File: config.mk
export PLATFORM = sky130hd
export DESIGN_NAME = m68040_bus_req_flat
export DESIGN_NICKNAME = d
export VERILOG_FILES = /design/src/rtl/m68040_bus_req_if.sv /design/src/rtl/m68040_bus_req.sv /design/src/flat_wrapper.sv
export SDC_FILE = /design/constraint.sdc
export NUM_CORES = 1
export LEC_CHECK = 0
export ABC_AREA = 1
export BUFFER_PORTS_ARGS = -buffer_cell sky130_fd_sc_hd__buf_2
export CORE_UTILIZATION = 52
export DETAILED_ROUTE_END_ITERATION = 8
export PLACE_DENSITY = 0.87
export SYNTH_ARGS = -nofsm -noshare
export SYNTH_HDL_FRONTEND = slang
export SYNTH_SLANG_ARGS = --single-unit
File: constraint.sdc
create_clock -name clk_i -period 3.03 [get_ports clk_i]
set_clock_uncertainty 0.1 [all_clocks]
set_input_delay 0.4545 -clock clk_i [delete_from_list [all_inputs] [get_ports clk_i]]
set_output_delay 0.4545 -clock clk_i [all_outputs]
set_load 0.05 [all_outputs]
File: src/rtl/m68040_bus_req_if.sv
// Downstream request/write/read channel between the 68040 bus front-end and the
// request-to-Wishbone bridge.
interface m68040_bus_req_if #(
    parameter int unsigned LW = 3
);
    logic          req_valid;
    logic          req_ready;
    logic [31:0]   req_addr;
    logic [3:0]    req_mask;
    logic [LW-1:0] req_len;
    logic          req_we;
    logic          req_wrap;
    logic          write_valid;
    logic [31:0]   write_data;
    logic          read_valid;
    logic [31:0]   read_data;
    logic          read_ack;

    modport master (
        output req_valid, req_addr, req_mask, req_len, req_we, req_wrap,
        output write_valid, write_data, read_ack,
        input  req_ready, read_valid, read_data
    );

    modport slave (
        input  req_valid, req_addr, req_mask, req_len, req_we, req_wrap,
        input  write_valid, write_data, read_ack,
        output req_ready, read_valid, read_data
    );
endinterface

File: src/rtl/m68040_bus_req.sv
// 68040 bus slave front-end: converts each CPU bus cycle into one bridge request
// and returns TA_n once per data beat.
module m68040_bus_req #(
    parameter int unsigned LW = 3
) (
    input  logic        clk_i,
    input  logic        rst_ni,
    input  logic        ts_ni,
    input  logic        rw_i,
    input  logic [1:0]  siz_i,
    input  logic [1:0]  tt_i,
    input  logic [31:0] a_i,
    input  logic [31:0] d_i,
    output logic [31:0] d_o,
    output logic        d_oe_o,
    output logic        ta_no,
    m68040_bus_req_if.master bus
);

    localparam int unsigned AW = 32;
    localparam int unsigned DW = 32;
    localparam int unsigned MW = 4;

    typedef enum logic [2:0] {
        S_IDLE = 3'd0,
        S_REQ  = 3'd1,
        S_WR   = 3'd2,
        S_RD   = 3'd3,
        S_SPEC = 3'd4
    } state_t;

    typedef struct packed {
        logic [AW-1:0] addr;
        logic [MW-1:0] mask;
        logic [LW-1:0] len;
        logic          we;
        logic          wrap;
    } req_t;

    state_t        r_state, w_state_nxt;
    req_t          r_req, w_req_nxt, w_dec;
    logic          r_req_valid, w_req_valid_nxt;
    logic          r_write_valid, w_write_valid_nxt;
    logic [DW-1:0] r_write_data, w_write_data_nxt;
    logic          r_ta_n, w_ta_n_nxt;
    logic          r_d_oe, w_d_oe_nxt;
    logic [DW-1:0] r_d_o, w_d_o_nxt;
    logic [LW-1:0] r_beats, w_beats_nxt;
    logic          w_read_ack;
    logic          w_tt0_unused;

    // Only the special-cycle bit of TT matters to this slave
    assign w_tt0_unused = tt_i[0];

    // Bus-cycle decode from the CPU address/size lines
    always_comb begin
        w_dec      = '0;
        w_dec.addr = {a_i[AW-1:2], 2'b00};
        w_dec.we   = ~rw_i;
        w_dec.len  = LW'(1);
        case (siz_i)
            2'b00:   w_dec.mask = 4'b1111;
            2'b01:   w_dec.mask = 4'b1000 >> a_i[1:0];
            2'b10:   w_dec.mask = a_i[1] ? 4'b0011 : 4'b1100;
            default: begin
                w_dec.mask = 4'b1111;
                w_dec.len  = LW'(4);
                w_dec.wrap = 1'b1;
            end
        endcase
    end

    always_ff @(posedge clk_i or negedge rst_ni) begin
        if (!rst_ni) begin
            r_state       <= S_IDLE;
            r_req         <= '0;
            r_req_valid   <= 1'b0;
            r_write_valid <= 1'b0;
            r_write_data  <= '0;
            r_ta_n        <= 1'b1;
            r_d_oe        <= 1'b0;
            r_d_o         <= '0;
            r_beats       <= '0;
        end else begin
            r_state       <= w_state_nxt;
            r_req         <= w_req_nxt;
            r_req_valid   <= w_req_valid_nxt;
            r_write_valid <= w_write_valid_nxt;
            r_write_data  <= w_write_data_nxt;
            r_ta_n        <= w_ta_n_nxt;
            r_d_oe        <= w_d_oe_nxt;
            r_d_o         <= w_d_o_nxt;
            r_beats       <= w_beats_nxt;
        end
    end

    always_comb begin
        w_state_nxt       = r_state;
        w_req_nxt         = r_req;
        w_req_valid_nxt   = r_req_valid;
        w_write_valid_nxt = 1'b0;
        w_write_data_nxt  = r_write_data;
        w_ta_n_nxt        = r_ta_n;
        w_d_oe_nxt        = r_d_oe;
        w_d_o_nxt         = r_d_o;
        w_beats_nxt       = r_beats;
        w_read_ack        = 1'b0;

        case (r_state)
            S_IDLE: begin
                if (!ts_ni) begin
                    w_req_nxt = w_dec;
                    if (tt_i[1]) begin
                        w_state_nxt = S_SPEC;
                        w_ta_n_nxt  = 1'b0;
                        w_d_o_nxt   = '0;
                        w_d_oe_nxt  = rw_i;
                    end else begin
                        w_state_nxt     = S_REQ;
                        w_req_valid_nxt = 1'b1;
                    end
                end
            end
            S_REQ: begin
                if (r_req_valid && bus.req_ready) begin
                    w_req_valid_nxt = 1'b0;
                    w_beats_nxt     = r_req.len;
                    if (r_req.we) begin
                        w_state_nxt = S_WR;
                    end else begin
                        w_state_nxt = S_RD;
                        w_d_oe_nxt  = 1'b1;
                    end
                end
            end
            // Each write beat: assert TA, then capture D while TA is low
            S_WR: begin
                if (r_ta_n) begin
                    w_ta_n_nxt = 1'b0;
                end else begin
                    w_write_valid_nxt = 1'b1;
                    w_write_data_nxt  = d_i;
                    w_ta_n_nxt        = 1'b1;
                    w_beats_nxt       = r_beats - LW'(1);
                    if (r_beats == LW'(1)) w_state_nxt = S_IDLE;
                end
            end
            // Each read beat: pop one word when available, then release TA
            S_RD: begin
                if (r_ta_n) begin
                    if (bus.read_valid) begin
                        w_read_ack = 1'b1;
                        w_d_o_nxt  = bus.read_data;
                        w_ta_n_nxt = 1'b0;
                    end
                end else begin
                    w_ta_n_nxt  = 1'b1;
                    w_beats_nxt = r_beats - LW'(1);
                    if (r_beats == LW'(1)) begin
                        w_d_oe_nxt  = 1'b0;
                        w_state_nxt = S_IDLE;
                    end
                end
            end
            S_SPEC: begin
                w_ta_n_nxt  = 1'b1;
                w_d_oe_nxt  = 1'b0;
                w_state_nxt = S_IDLE;
            end
            default: begin
                w_state_nxt       = S_IDLE;
                w_req_nxt         = '0;
                w_req_valid_nxt   = 1'b0;
                w_write_data_nxt  = '0;
                w_ta_n_nxt        = 1'b1;
                w_d_oe_nxt        = 1'b0;
                w_d_o_nxt         = '0;
                w_beats_nxt       = '0;
            end
        endcase
    end

    assign d_o             = r_d_o;
    assign d_oe_o          = r_d_oe;
    assign ta_no           = r_ta_n;
    assign bus.req_valid   = r_req_valid;
    assign bus.req_addr    = r_req.addr;
    assign bus.req_mask    = r_req.mask;
    assign bus.req_len     = r_req.len;
    assign bus.req_we      = r_req.we;
    assign bus.req_wrap    = r_req.wrap;
    assign bus.write_valid = r_write_valid;
    assign bus.write_data  = r_write_data;
    assign bus.read_ack    = w_read_ack;

endmodule

File: src/flat_wrapper.sv
// flat-port wrapper written by rule: the top's interface ports become plain ports
module m68040_bus_req_flat 
#(
    parameter int unsigned LW = 3
)
  (clk_i, rst_ni, ts_ni, rw_i, siz_i, tt_i, a_i, d_i, d_o, d_oe_o, ta_no, bus_req_valid, bus_req_addr, bus_req_mask, bus_req_len, bus_req_we, bus_req_wrap, bus_write_valid, bus_write_data, bus_read_ack, bus_req_ready, bus_read_valid, bus_read_data);
  m68040_bus_req_if #(.LW(LW)) bus_i ();
  input  logic clk_i;
  input  logic rst_ni;
  input  logic ts_ni;
  input  logic rw_i;
  input  logic [1:0] siz_i;
  input  logic [1:0] tt_i;
  input  logic [31:0] a_i;
  input  logic [31:0] d_i;
  output logic [31:0] d_o;
  output logic d_oe_o;
  output logic ta_no;
  output wire logic [$bits(bus_i.req_valid)-1:0] bus_req_valid;
  output wire logic [$bits(bus_i.req_addr)-1:0] bus_req_addr;
  output wire logic [$bits(bus_i.req_mask)-1:0] bus_req_mask;
  output wire logic [$bits(bus_i.req_len)-1:0] bus_req_len;
  output wire logic [$bits(bus_i.req_we)-1:0] bus_req_we;
  output wire logic [$bits(bus_i.req_wrap)-1:0] bus_req_wrap;
  output wire logic [$bits(bus_i.write_valid)-1:0] bus_write_valid;
  output wire logic [$bits(bus_i.write_data)-1:0] bus_write_data;
  output wire logic [$bits(bus_i.read_ack)-1:0] bus_read_ack;
  input wire logic [$bits(bus_i.req_ready)-1:0] bus_req_ready;
  input wire logic [$bits(bus_i.read_valid)-1:0] bus_read_valid;
  input wire logic [$bits(bus_i.read_data)-1:0] bus_read_data;
  assign bus_req_valid = bus_i.req_valid;
  assign bus_req_addr = bus_i.req_addr;
  assign bus_req_mask = bus_i.req_mask;
  assign bus_req_len = bus_i.req_len;
  assign bus_req_we = bus_i.req_we;
  assign bus_req_wrap = bus_i.req_wrap;
  assign bus_write_valid = bus_i.write_valid;
  assign bus_write_data = bus_i.write_data;
  assign bus_read_ack = bus_i.read_ack;
  assign bus_i.req_ready = bus_req_ready;
  assign bus_i.read_valid = bus_read_valid;
  assign bus_i.read_data = bus_read_data;
  m68040_bus_req #(.LW(LW)) u_core (.clk_i(clk_i), .rst_ni(rst_ni), .ts_ni(ts_ni), .rw_i(rw_i), .siz_i(siz_i), .tt_i(tt_i), .a_i(a_i), .d_i(d_i), .d_o(d_o), .d_oe_o(d_oe_o), .ta_no(ta_no), .bus(bus_i));
endmodule
---- Word level (Yosys, flattened, before mapping) ----
Index checks and enable logic that the tools add are counted.
storage, ports and cells
  register bits ........................... 115
  input port bits ......................... 106
  output and inout port bits .............. 110
  word-level logic and storage cells ...... 104
cells by class
  add/sub/neg operators ................... 1
  equality and inequality tests ........... 19
  shift operators ......................... 1
  multiplexer cells ....................... 44
  bitwise gates (word level) .............. 8
  reduce and logical (&&, ||, !) cells .... 18
operators by type and width
  cell                                                             count
  32-bit two-way mux                                               5
  32-bit one-hot mux with 3 select lines                           1
  41-bit one-hot mux with 2 select lines                           1
  32-bit one-hot mux with 2 select lines                           1
  41-bit two-way mux                                               1
  3-bit two-way mux                                                8
  1-bit two-way mux                                                20
  3-bit one-hot mux with 3 select lines                            2
  2-bit != test, second input constant                             8
  3-bit OR reduction                                               3
  2-bit by 1-bit != test with 1-bit output, second input constant  4
  1-bit NOT                                                        8
  1-bit one-hot mux with 4 select lines                            2
  4-bit one-hot mux with 2 select lines                            1
  4-bit AND reduction                                              2
  4-bit OR reduction                                               2
  7-bit AND reduction                                              1
  3-bit by 1-bit == test with 1-bit output, second input constant  2
  3-bit by 2-bit == test with 1-bit output, second input constant  2
  3-bit AND reduction                                              2
  5-bit AND reduction                                              1
  4-bit two-way mux                                                1
  2-bit AND reduction                                              2
  2-bit OR reduction                                               2
  9 further kinds                                                  9

---- Longest topological paths before layout ----
  depth after elaboration ................. 5
  gate-level depth with buffers ........... 9
  mapped depth without buffers ............ 9

---- Worst setup path before layout ----
Ideal clock, no wire load.
  path type ............................... reg2out
  from .................................... register u_core.r_state[1]
  to ...................................... output port bus_read_ack
  arrival ................................. 1.653 ns
  data required time ...................... 2.475 ns
  slack ................................... 0.823 ns
  cell stages (with the launch flop) ...... 6
  buffers on the path ..................... 1
  cell sequence ........................... dfrtp_1 inv_1 nor2_1 nand2_1 clkbuf_1 nor2_1
between the ends
  cells in the longest elaborated chain, start to end .. 2
ends and longest elaborated chain
  element                                   line                   text
  start, declared                           m68040_bus_req.sv:40   state_t r_state, w_state_nxt;
  start signal, assigned                    m68040_bus_req.sv:85   r_state <= w_state_nxt;
  3-bit by 2-bit == test with 1-bit output  m68040_bus_req.sv:109  case (r_state)
  1-bit two-way mux                         m68040_bus_req.sv:109
  end, declared                             flat_wrapper.sv:27     output wire logic [$bits(bus_i.read_ack)-1:0] bus_read_ack;
No other way between the ends.

---- Worst setup path in the final report ----
Ends and elaborated chain as after synthesis.

==> flow_metrics.py <==
metrics = {
    "clock_tree": {
        "cts_buffer_depth": 2,
        "worstSkewPairLatency_ps": 360,
        "root_buffer": "sky130_fd_sc_hd__clkbuf_8",
        "cts_tree": "built",
        "postCtsSetupBuffers": 0,
        "cts.hold.buffers_added": 0,
        "clock_buffers_created_by_tritoncts": 9,
        "clock-sinks": 111,
        "cts.repair.resized": 0,
        "path_clk_slew_ps": 110,
        "htreeDepth": 3,
    },
    "floorplan": {
        "ios": 216,
        "start_util": 0.543,
        "vertical_die_dimension_um": 101,
        "core_area_um2": 9330,
        "total_die_area_um2": 10100,
        "fp-row-count": 35,
        "die-width_um": 101,
    },
    "worst_setup_path": {
        "critPathArrivalTime_ps": 1660,
        "required_ps": 2480,
        "rrSetupSlack_ps": 840,
        "worst-path-max-fanout": 5,
        "worst-setup-path-type": "reg -> out",
        "worst_r2r_startpoint": "u_core.r_state[0]$_DFFE_PN0P_",
        "length_in_cells_of_the_worst_reg_to_reg_path": 7,
        "worst_r2r_endpoint": "u_core.bus.req_addr[5]$_DFFE_PN0P_",
        "setup_crit_end_kind": "output pin",
        "crit_path_start_kind": "flop",
        "first_element_of_the_critical_path": "u_core.r_state[1]$_DFFE_PN0P_",
        "crit_path_capture": "bus_read_ack",
    },
    "sta": {
        "setup-violations-final": 0,
        "finalMaxSlewViolations": 0,
        "max_freq_mhz": 452,
        "final.hold.worst_slack_ps": -1.99,
        "post-route-period-util": 0.731,
        "setup_tns_ps": 0,
        "period_needed_ps": 2210,
        "unrepaired_setup_endpoints_after_global_routing": "no",
        "worst_slew_margin_rel": 0.354,
        "worst-slew-pin-transition_ps": 968,
        "hold_violations": 4,
    },
    "route": {
        "drtPass1Iterations": 4,
        "routed-via-count": 4650,
        "routed_wirelength_um": 12100,
        "antenna_violating_nets_post_route": 0,
        "remaining_drc_errors": 0,
        "routed_wire_length_per_instance_um": 12.5,
        "drt_iter0_markers": 173,
        "vias_per_cell": 4.83,
    },
    "global_route": {
        "globalRouteTotalUtil": 0.243,
        "grt_start_max_net_pins": 65,
        "grt_pass1_wl_um": 19400,
        "antenna_found_initial": 0,
        "grt_remaining_overflow": 0,
        "grt_pass1_vias": 4365,
    },
    "final_layout": {
        "final_layout_size_suffix_gt1_frac": 0.299,
        "most-common-layout-cells": "sky130_fd_sc_hd__buf_2 (210), sky130_fd_sc_hd__nand2_1 (173), sky130_fd_sc_hd__nand3_1 (117)",
        "area_growth_pct": 26.0,
        "layout.cell_area.non_filler_um2": 6380,
        "final_net_count": 940,
        "ant_diodes": 0,
        "final_cell_count_no_fill": 963,
        "most_common_cell_after_layout_fill_and_taps_aside": "sky130_fd_sc_hd__buf_2",
    },
    "placement": {
        "placed_cells": 947,
        "placed_area_um2": 6190,
        "io_buffers": 211,
        "gp_congestion": 0.839,
        "place.detailed.hpwl_um": 8610,
    },
    "worst_hold_path": {
        "hold_path_class": "in -> async",
    },
    "synth": {
        "leading_area_contributor_after_synthesis": "sky130_fd_sc_hd__dfrtp_1",
        "yosysWarningCount": 0,
        "postSynthRegisterBits": 111,
        "average_size_of_a_mapped_cell_um2": 8.02,
        "synth-seq-area-share": 0.549,
        "syn-instance-count": 631,
        "postSynth.topFlopCell": "sky130_fd_sc_hd__dfrtp_1",
        "edff_count_synth": 0,
        "synth_largest_type_area_fraction": 0.544,
        "synth_async_sr_flop_share": 1.00,
        "synth.distinct_cells": 25,
        "synthTopCellsByArea": "sky130_fd_sc_hd__dfrtp_1 (54%), sky130_fd_sc_hd__nand2_1 (13%), sky130_fd_sc_hd__nand3_1 (12%)",
        "synthesis.area_um2": 5060,
    },
    "power_and_ir_drop": {
        "leakage_nw": 3.89,
        "p_total_w": 0.00755,
        "irDropWorstVdd_mv": 0.657,
        "pwr_per_cell_area_nw_per_um2": 1180,
    },
    "run_status": {
        "status": "complete, but fails checks",
        "failed_checks": "hold timing",
    },
    "run": {
        "drv_cap": 0,
    },
}
-- cell families (layout without fill, tap and decap cells) --
kind of cell / count (synthesis) / in the layout / share of synthesized area
and+or+nand+nor: 341 / 341 / 0.285
buffers and inverters: 124 / 325 / 0.103
DFF: 111 / 111 / 0.549
AOI/OAI and AO/OA: 48 / 48 / 0.0485
adders and majority gates: 5 / 5 / 0.0124
other: 1 / 3 / 0.000741
xor gates and xnor gates: 1 / 1 / 0.00173
-- where the power goes --
group / internal (W) / switching, W
registers: 0.00199 / 0.000264
clock network: 0.000336 / 0.000513
logic: 0.000960 / 0.00348
-- routing by layer --
| layer | GRT usage | part of all wire | routed length [um] | vias to the layer above |
|---|---|---|---|---|
| li1 | - | - | - | 2351 |
| met2 | 0.430 | 0.48 | 5790 | 158 |
| met5 | 0 | 0 | 0 | - |
| met3 | 0.0437 | 0.069 | 832 | 12 |
| met1 | 0.301 | 0.44 | 5300 | 2129 |
| met4 | 0.0780 | 0.012 | 148 | 0 |
-- cell usage after synthesis (2+ instances only) --
| cell type | number |
|---|---|
| sky130_fd_sc_hd__nand3_1 | 117 |
| sky130_fd_sc_hd__inv_1 | 84 |
| sky130_fd_sc_hd__nand2_2 | 2 |
| sky130_fd_sc_hd__a21oi_1 | 4 |
| sky130_fd_sc_hd__buf_4 | 8 |
| sky130_fd_sc_hd__ha_1 | 5 |
| sky130_fd_sc_hd__nor2_2 | 3 |
| sky130_fd_sc_hd__buf_2 | 7 |
| sky130_fd_sc_hd__inv_2 | 3 |
| sky130_fd_sc_hd__nand2_1 | 173 |
| sky130_fd_sc_hd__dfrtp_1 | 110 |
| sky130_fd_sc_hd__o21ai_1 | 2 |
| sky130_fd_sc_hd__clkbuf_1 | 17 |
| sky130_fd_sc_hd__o21ai_0 | 40 |
| sky130_fd_sc_hd__buf_1 | 2 |
| sky130_fd_sc_hd__nor2_1 | 44 |
| sky130_fd_sc_hd__buf_6 | 2 |
-- per-stage QoR --
step | utilization | setup WS (ps)
after global placement | 0.663 | 916
after global routing | 0.684 | 657
after detailed placement | 0.663 | 911
final | 0.684 | 816
after CTS | 0.684 | 806
after floorplan | - | 823
-- final cells by class --
cell class / instances / area [um^2]
clock buffer: 10 / 138
clock inverter: 6 / 51.3
fill: 793 / 2950
inverter: 88 / 330
multi-input combinational: 398 / 1780
sequential: 111 / 2780
tap: 129 / 161
timing repair buffer: 221 / 1130
-- critical path, cell delays in order, from the launching register on --
cell,delay [ps]
sky130_fd_sc_hd__dfrtp_1,430
sky130_fd_sc_hd__inv_1,70
sky130_fd_sc_hd__nor2_1,210
sky130_fd_sc_hd__nand2_1,130
sky130_fd_sc_hd__nor2_1,160
sky130_fd_sc_hd__buf_2,300
-- flip-flops by register name, summed over array words and instances, names as in the netlist --
signal,cells
u_core.bus.write_valid,1
u_core.d_oe_o,1
u_core.r_beats,3
u_core.bus.req_mask,4
u_core.r_state,3
u_core.d_o,32
u_core.bus.req_valid,1
u_core.bus.req_len,2
u_core.bus.write_data,32
u_core.bus.req_addr,30
u_core.ta_no,1
u_core.bus.req_we,1
-- worst min path at each step --
stage / start / to / slack (ps)
2_1_floorplan: rst_ni / u_core.bus.req_addr[10]$_DFFE_PN0P_ / 60
3_3_place_gp: u_core.d_o[7]$_DFFE_PN0P_ / u_core.d_o[7]$_DFFE_PN0P_ / 350
3_5_place_dp: u_core.d_o[17]$_DFFE_PN0P_ / u_core.d_o[17]$_DFFE_PN0P_ / 360
4_1_cts: rst_ni / u_core.bus.req_addr[10]$_DFFE_PN0P_ / 20
5_1_grt: rst_ni / u_core.bus.req_addr[10]$_DFFE_PN0P_ / 50
6_report: rst_ni / u_core.bus.req_addr[4]$_DFFE_PN0P_ / -2
Power figures use the tool's default switching activity.
